==> config.mk <==
export PLATFORM = sky130hd
export DESIGN_NAME = lock_timer_ctrl
export DESIGN_NICKNAME = d
export VERILOG_FILES = /design/src/rtl/lock_timing_pkg.sv /design/src/rtl/tick_prescaler.sv /design/src/rtl/lock_timer_ctrl.sv
export SDC_FILE = /design/constraint.sdc
export NUM_CORES = 1
export LEC_CHECK = 0
export ABC_CLOCK_PERIOD_IN_PS = 3300
export BUFFER_PORTS_ARGS = -buffer_cell sky130_fd_sc_hd__buf_2
export CAP_MARGIN = 5
export CORE_ASPECT_RATIO = 1.2
export CORE_MARGIN = 3
export CORE_UTILIZATION = 25
export CTS_BUF_LIST = sky130_fd_sc_hd__clkbuf_4
export DETAILED_ROUTE_END_ITERATION = 16
export GPL_TIMING_DRIVEN = 1
export HOLD_SLACK_MARGIN = 0.08
export RECOVER_POWER = 50
export REMOVE_ABC_BUFFERS = 1
export SETUP_SLACK_MARGIN = 0.2
export SLEW_MARGIN = 10
export SYNTH_ARGS = -nofsm -noshare
export SYNTH_HDL_FRONTEND = slang
export SYNTH_HIERARCHICAL = 1
export SYNTH_SLANG_ARGS = --single-unit
==> constraint.sdc <==
create_clock -name clk -period 3.3 [get_ports clk]
set_input_delay 0.66 -clock clk [delete_from_list [all_inputs] [get_ports clk]]
set_output_delay 0.66 -clock clk [all_outputs]
set_load 0.02 [all_outputs]
==> src/rtl/lock_timing_pkg.sv <==
`default_nettype none
// ============================================================================
//  Module      : lock_timing_pkg
//  Description : Shared timing definitions for the combination-lock timing
//                path: controller state encoding, system clock constant and
//                the prescale helper used by every tick-based block.
//  Revision    : 1.0  initial release
// ============================================================================
package lock_timing_pkg;

    // System clock frequency of the lock board
    localparam int unsigned c_CLK_HZ = 50_000_000;

    // Countdown controller states, explicitly encoded
    typedef enum logic [1:0] {
        ST_IDLE = 2'd0,
        ST_RUN  = 2'd1,
        ST_DONE = 2'd2
    } timer_state_t;

    // Clock cycles per tick; a zero tick rate yields 0 so callers can flag it
    function automatic int unsigned calc_prescale(input int unsigned clk_hz,
                                                  input int unsigned tick_hz);
        if (tick_hz == 0) begin
            return 0;
        end
        return clk_hz / tick_hz;
    endfunction

endpackage
`default_nettype wire

==> src/rtl/tick_prescaler.sv <==
`default_nettype none
// ============================================================================
//  Module      : tick_prescaler
//  Description : Modulo-PRESCALE counter producing a one-cycle enable tick at
//                terminal count while enabled. clr holds the count at zero.
//  Revision    : 1.0  initial release
// ============================================================================
module tick_prescaler #(
    parameter int unsigned PRESCALE = 10
) (
    input  logic clk,
    input  logic rst,
    input  logic clr,
    input  logic en,
    output logic tick
);

    localparam int unsigned     c_W    = (PRESCALE > 1) ? $clog2(PRESCALE) : 1;
    localparam logic [c_W-1:0]  c_TERM = c_W'(PRESCALE - 1);
    localparam logic [c_W-1:0]  c_ONE  = c_W'(1);

    logic [c_W-1:0] r_cnt;

    // Count while enabled, wrap at terminal count, clear has priority
    always_ff @(posedge clk) begin
        if (rst || clr) begin
            r_cnt <= '0;
        end else if (en) begin
            if (r_cnt == c_TERM) begin
                r_cnt <= '0;
            end else begin
                r_cnt <= r_cnt + c_ONE;
            end
        end
    end

    assign tick = en && (r_cnt == c_TERM);

endmodule
`default_nettype wire

==> src/rtl/lock_timer_ctrl.sv <==
`default_nettype none
// ============================================================================
//  Module      : lock_timer_ctrl
//  Description : Timeout controller for the lock timing path. Runs one
//                programmable countdown per start request using a
//                start/busy/done handshake and exports the tick as a clock
//                enable for display blinking.
//  Revision    : 1.0  initial release
// ============================================================================
module lock_timer_ctrl
    import lock_timing_pkg::*;
#(
    parameter int unsigned CLK_HZ  = c_CLK_HZ,
    parameter int unsigned TICK_HZ = 1000,
    parameter int unsigned CNT_W   = 16
) (
    input  logic             clk,
    input  logic             rst,
    input  logic             start,
    input  logic [CNT_W-1:0] duration,
    input  logic             cancel,
    output logic             busy,
    output logic             done,
    output logic [CNT_W-1:0] remaining,
    output logic             tick_out
);

    localparam int unsigned      c_PRESCALE = calc_prescale(CLK_HZ, TICK_HZ);
    localparam logic [CNT_W-1:0] c_ONE      = CNT_W'(1);

    if (c_PRESCALE < 2) begin : g_bad_prescale
        $error("lock_timer_ctrl: CLK_HZ/TICK_HZ must be at least 2");
    end

    timer_state_t     r_state;
    timer_state_t     w_state_nxt;
    logic [CNT_W-1:0] r_remaining;
    logic [CNT_W-1:0] w_remaining_nxt;
    logic             w_run;
    logic             w_tick;
    logic             w_presc_clr;

    assign w_run = (r_state == ST_RUN);

    // Prescaler only advances in RUN; any other state or a cancel re-aligns it
    assign w_presc_clr = !w_run || cancel;

    tick_prescaler #(
        .PRESCALE (c_PRESCALE)
    ) u_tick_prescaler (
        .clk  (clk),
        .rst  (rst),
        .clr  (w_presc_clr),
        .en   (w_run),
        .tick (w_tick)
    );

    // State and remaining-count registers
    always_ff @(posedge clk) begin
        if (rst) begin
            r_state     <= ST_IDLE;
            r_remaining <= '0;
        end else begin
            r_state     <= w_state_nxt;
            r_remaining <= w_remaining_nxt;
        end
    end

    // Next-state and remaining-count decode; cancel outranks tick and expiry
    always_comb begin
        w_state_nxt     = r_state;
        w_remaining_nxt = r_remaining;
        case (r_state)
            ST_IDLE: begin
                if (!cancel && start) begin
                    w_remaining_nxt = duration;
                    if (duration == '0) begin
                        w_state_nxt = ST_DONE;
                    end else begin
                        w_state_nxt = ST_RUN;
                    end
                end
            end
            ST_RUN: begin
                if (cancel) begin
                    w_state_nxt     = ST_IDLE;
                    w_remaining_nxt = '0;
                end else if (w_tick) begin
                    w_remaining_nxt = r_remaining - c_ONE;
                    if (r_remaining == c_ONE) begin
                        w_state_nxt = ST_DONE;
                    end
                end
            end
            ST_DONE: begin
                w_state_nxt = ST_IDLE;
            end
            default: begin
                w_state_nxt     = ST_IDLE;
                w_remaining_nxt = '0;
            end
        endcase
    end

    assign busy      = (r_state != ST_IDLE);
    assign done      = (r_state == ST_DONE);
    assign remaining = r_remaining;
    assign tick_out  = w_run && w_tick;

endmodule
`default_nettype wire

==> summary.md <==
| Metric | Value |
|---|---|
| Synth Area in Compound Gates | `between 10% and 20%` |
| Crit path arrival time | `~2.3 ns` |
| CP endpoint kind | `output pin` |
| Status | `completed` |
| Post-synth ARST share | `0%` |
| Post-synth EDFFs | `0` |
| Req. time, crit path | `around 2.6 ns` |
| Final worst slack | `roughly 0.35 ns` |
| RSZ-0062 raised after global routing | `no` |
| Commonest non-fill, non-tap cell in the layout | `dfxtp_1` |
| I/O pins | `39` |
| Via count | `1887` |
| Slew HR | `between 20% and 30%` |
| Cell Area, Synth | `~2000 um^2` |
| Post-Place Setup Slack | `roughly 0.63 ns` |
| Pre-antenna DRT Iters | `4` |
| Area Overhead vs Synth | `15.5%` |
| Worst hold path cell count | `2` |
| Die Span Y | `104 um` |
| Main synth FF type | `dfxtp_1` |
| Clk slew on worst S/H paths | `~0.1 ns` |
| Crit path kind | `flip-flop to output pin` |
| First-pass GRT wire length | `8.97 mm` |
| Global route overflow | `0` |
| Vias per inst | `roughly 5.2` |
| Wirelength, routed | `~5.4 mm` |
| TritonCTS buffer count | `5` |
| LEAKAGE | `approximately 0.76 nW` |
| R2R Path End | `remaining[6]$_SDFFE_PP0P_` |
| Synth Warn # | `6` |
| Pwr dens | `about 380 nW/um^2` |
| # port buffers | `38` |
| Clock root cell | `clkbuf_4` |
| Max_cap viols | `0` |
| # fillers | `between 800 and 900` |
| Post-synthesis sequential area ratio | `34.2%` |
| Inserted Diodes | `0` |
| Crit Path Max Fanout | `3` |
| Final Max Slew Viols | `0` |
| VDD IR-drop max | `0.140 mV` |
| Share of layout cells above drive strength 1 | `between 10% and 20%` |
| CTS tree | `yes` |
| Residual DRC | `0` |
| Final GP Congestion | `0.818` |
| Final ANT Viol Nets | `0` |
| Nets | `295` |
| Core Region | `7710 um^2` |
| Die X-Extent | `~90 um` |
| Worst min-delay path category | `flip-flop to flip-flop` |
| Area of the die | `9070 um^2` |
| Synth Area in XOR/XNOR | `9.24%` |
| WL per Instance | `14.7 um` |
| Setup_tns | `0 ns` |
| Period Utilization, post-route | `between 80% and 90%` |
| Num rows | `35` |
| FF-to-FF Start | `u_tick_prescaler/r_cnt[11]$_SDFFE_PP0P_` |
| Fmax | `roughly 340 MHz` |
| Initial antenna violation count | `0` |
| CTS Sinks | `34` |
| Avg Cell Area, Syn | `8.47 um^2` |
| Cells on worst reg2reg path | `9` |
| Core Util, Final | `between 20% and 30%` |
| Critical path startpoint category | `flip-flop` |
| Hold Path End | `remaining[6]$_SDFFE_PP0P_` |
| Largest family of logic cells by synthesized area | `simple AND/OR/NAND/NOR gates` |
| Initial Utilization | `25.8%` |
| Vias in the first global route | `approximately 1800` |
| HP Start | `remaining[6]$_SDFFE_PP0P_` |
| Total track usage | `around an eighth` |
| Iter 0 DRT Violations | `97` |
| CTS max path bufs | `2` |
| DP Wirelength | `approximately 4.0 mm` |
| Synth Area in Simple Gates | `30.3%` |
| Minimum clock period | `2.95 ns` |
| Worst-Skew Late Latency | `roughly 0.33 ns` |
| Adder-cell share of the synthesized area | `roughly 1.9%` |
| Netlist cell types | `53` |
| Worst slew pin tran | `around 1.1 ns` |
| Yosys reg bits | `34` |
| Most frequent cells in the layout | `dfxtp_1 (33), nor2_1 (26), buf_2 (19), clkbuf_1 (18), xnor2_1 (17)` |
| Final hold violation count | `0` |
| Largest net degree at the start of global routing | `22` |
| Final Setup Violations | `0` |
| FF-to-FF setup slack | `around 0.55 ns` |
| Post-synthesis mux area share | `about 1.1%` |
| Clk_skew | `roughly 0.012 ns` |
| Hold WS | `0.525 ns` |
| Gate Count Post-Synth | `~240` |
| H-tree Lvls | `2` |
per-stage QoR:
step	area (um^2)	instances	total power, W
finish	2300	364	0.000882
floorplan	1930	221	0.000604
global route	2300	364	0.000938
detailed placement	2270	356	0.000681
CTS	2320	363	0.000898
global placement	2270	356	0.000681
registers in the layout, indices dropped and copies added, names as in the netlist:
name                    flops
remaining                  16
u_tick_prescaler/r_cnt     16
r_state                     2
how the worst max path moves through the flow:
| stage | cells after the start | slack [ns] | startpoint | end |
|---|---|---|---|---|
| final | 6 | 0.35 | u_tick_prescaler/r_cnt[11]$_SDFFE_PP0P_ | tick_out |
| after global routing | 6 | 0.21 | u_tick_prescaler/r_cnt[11]$_SDFFE_PP0P_ | tick_out |
| after CTS | 6 | 0.25 | u_tick_prescaler/r_cnt[12]$_SDFFE_PP0P_ | tick_out |
| after detailed placement | 8 | 0.63 | u_tick_prescaler/r_cnt[12]$_SDFFE_PP0P_ | remaining[6]$_SDFFE_PP0P_ |
| after global placement | 6 | 0.63 | u_tick_prescaler/r_cnt[12]$_SDFFE_PP0P_ | tick_out |
| after floorplan | 4 | 0.68 | u_tick_prescaler/r_cnt[12]$_SDFFE_PP0P_ | tick_out |
repair_timing:
item | 4_1_cts | 5_1_grt
endpoints found under the setup margin | 0 | 1
gates resized for setup | 0 | 3
hold buffers | 0 | 0
setup buffers | 0 | 1
power by group:
part	internal, W	leakage (nW)	total [W]	switching (W)
Combinational	0.0000911	0.448	0.000221	0.000130
Clock	0.0000766	0.0308	0.000213	0.000136
Sequential	0.000424	0.276	0.000449	0.0000250
Total	0.000591	0.755	0.000882	0.000291
critical path, cell delays in order, from the launching register on:
cell,delay (ns)
dfxtp_1,0.34
or4b_1,0.50
or4_1,0.54
nor3_2,0.17
buf_4,0.13
and2_1,0.13
buf_4,0.14
layout make-up:
| cell class | instances | area [um^2] | share of cell area (%) |
|---|---|---|---|
| clock buffer | 5 | 37.5 | 1.63 |
| clock inverter | 2 | 10.0 | 0.435 |
| sequential | 34 | 682 | 29.7 |
| multi-input combinational | 181 | 1220 | 52.9 |
| inverter | 6 | 22.5 | 0.980 |
| timing repair buffer | 44 | 215 | 9.36 |
| tap | 92 | 115 | 5.01 |
logic make-up (layout without fill, tap and decap cells):
group / after synthesis / count (layout)
AND/OR/NAND/NOR: 103 / 103
AO/OA/AOI/OAI: 52 / 52
flip-flops: 34 / 34
XOR/XNOR: 21 / 21
buffers and inverters: 20 / 57
adder cells (fa/ha/maj): 3 / 3
multiplexers: 2 / 2
metal layers:
layer,part of all wire (%),track usage (%)
met1,41,14.4
met2,51,20.9
met3,7.8,3.66
met4,1.1,2.85
met5,0,0
cell usage after synthesis, types with 2 or more instances:
cell / count / area share (%)
or4_1: 2 / 0.75
a22oi_1: 11 / 4.1
and2_1: 3 / 0.94
xor2_1: 4 / 1.8
nand3b_1: 3 / 1.1
nand2_1: 13 / 2.5
or3_4: 2 / 1.1
o31ai_1: 4 / 1.5
buf_2: 3 / 0.75
nand4_1: 7 / 2.2
or3b_2: 2 / 0.88
nor3b_1: 2 / 0.75
nand2b_1: 3 / 0.94
nor2b_1: 2 / 0.63
inv_1: 5 / 0.94
o211ai_1: 2 / 0.75
a21oi_2: 2 / 0.88
clkbuf_1: 10 / 1.9
or4b_2: 3 / 1.5
a21oi_1: 9 / 2.3
nor3_1: 7 / 1.8
xnor2_1: 17 / 7.5
ha_1: 3 / 1.9
o22ai_1: 4 / 1.3
o21ai_0: 6 / 1.5
nor2_1: 26 / 4.9
a211oi_1: 2 / 0.75
or3_1: 5 / 1.6
nor4_1: 15 / 4.7
o311a_2: 2 / 1.1
dfxtp_1: 34 / 34
No activity file was read; power rests on OpenSTA's default activity.
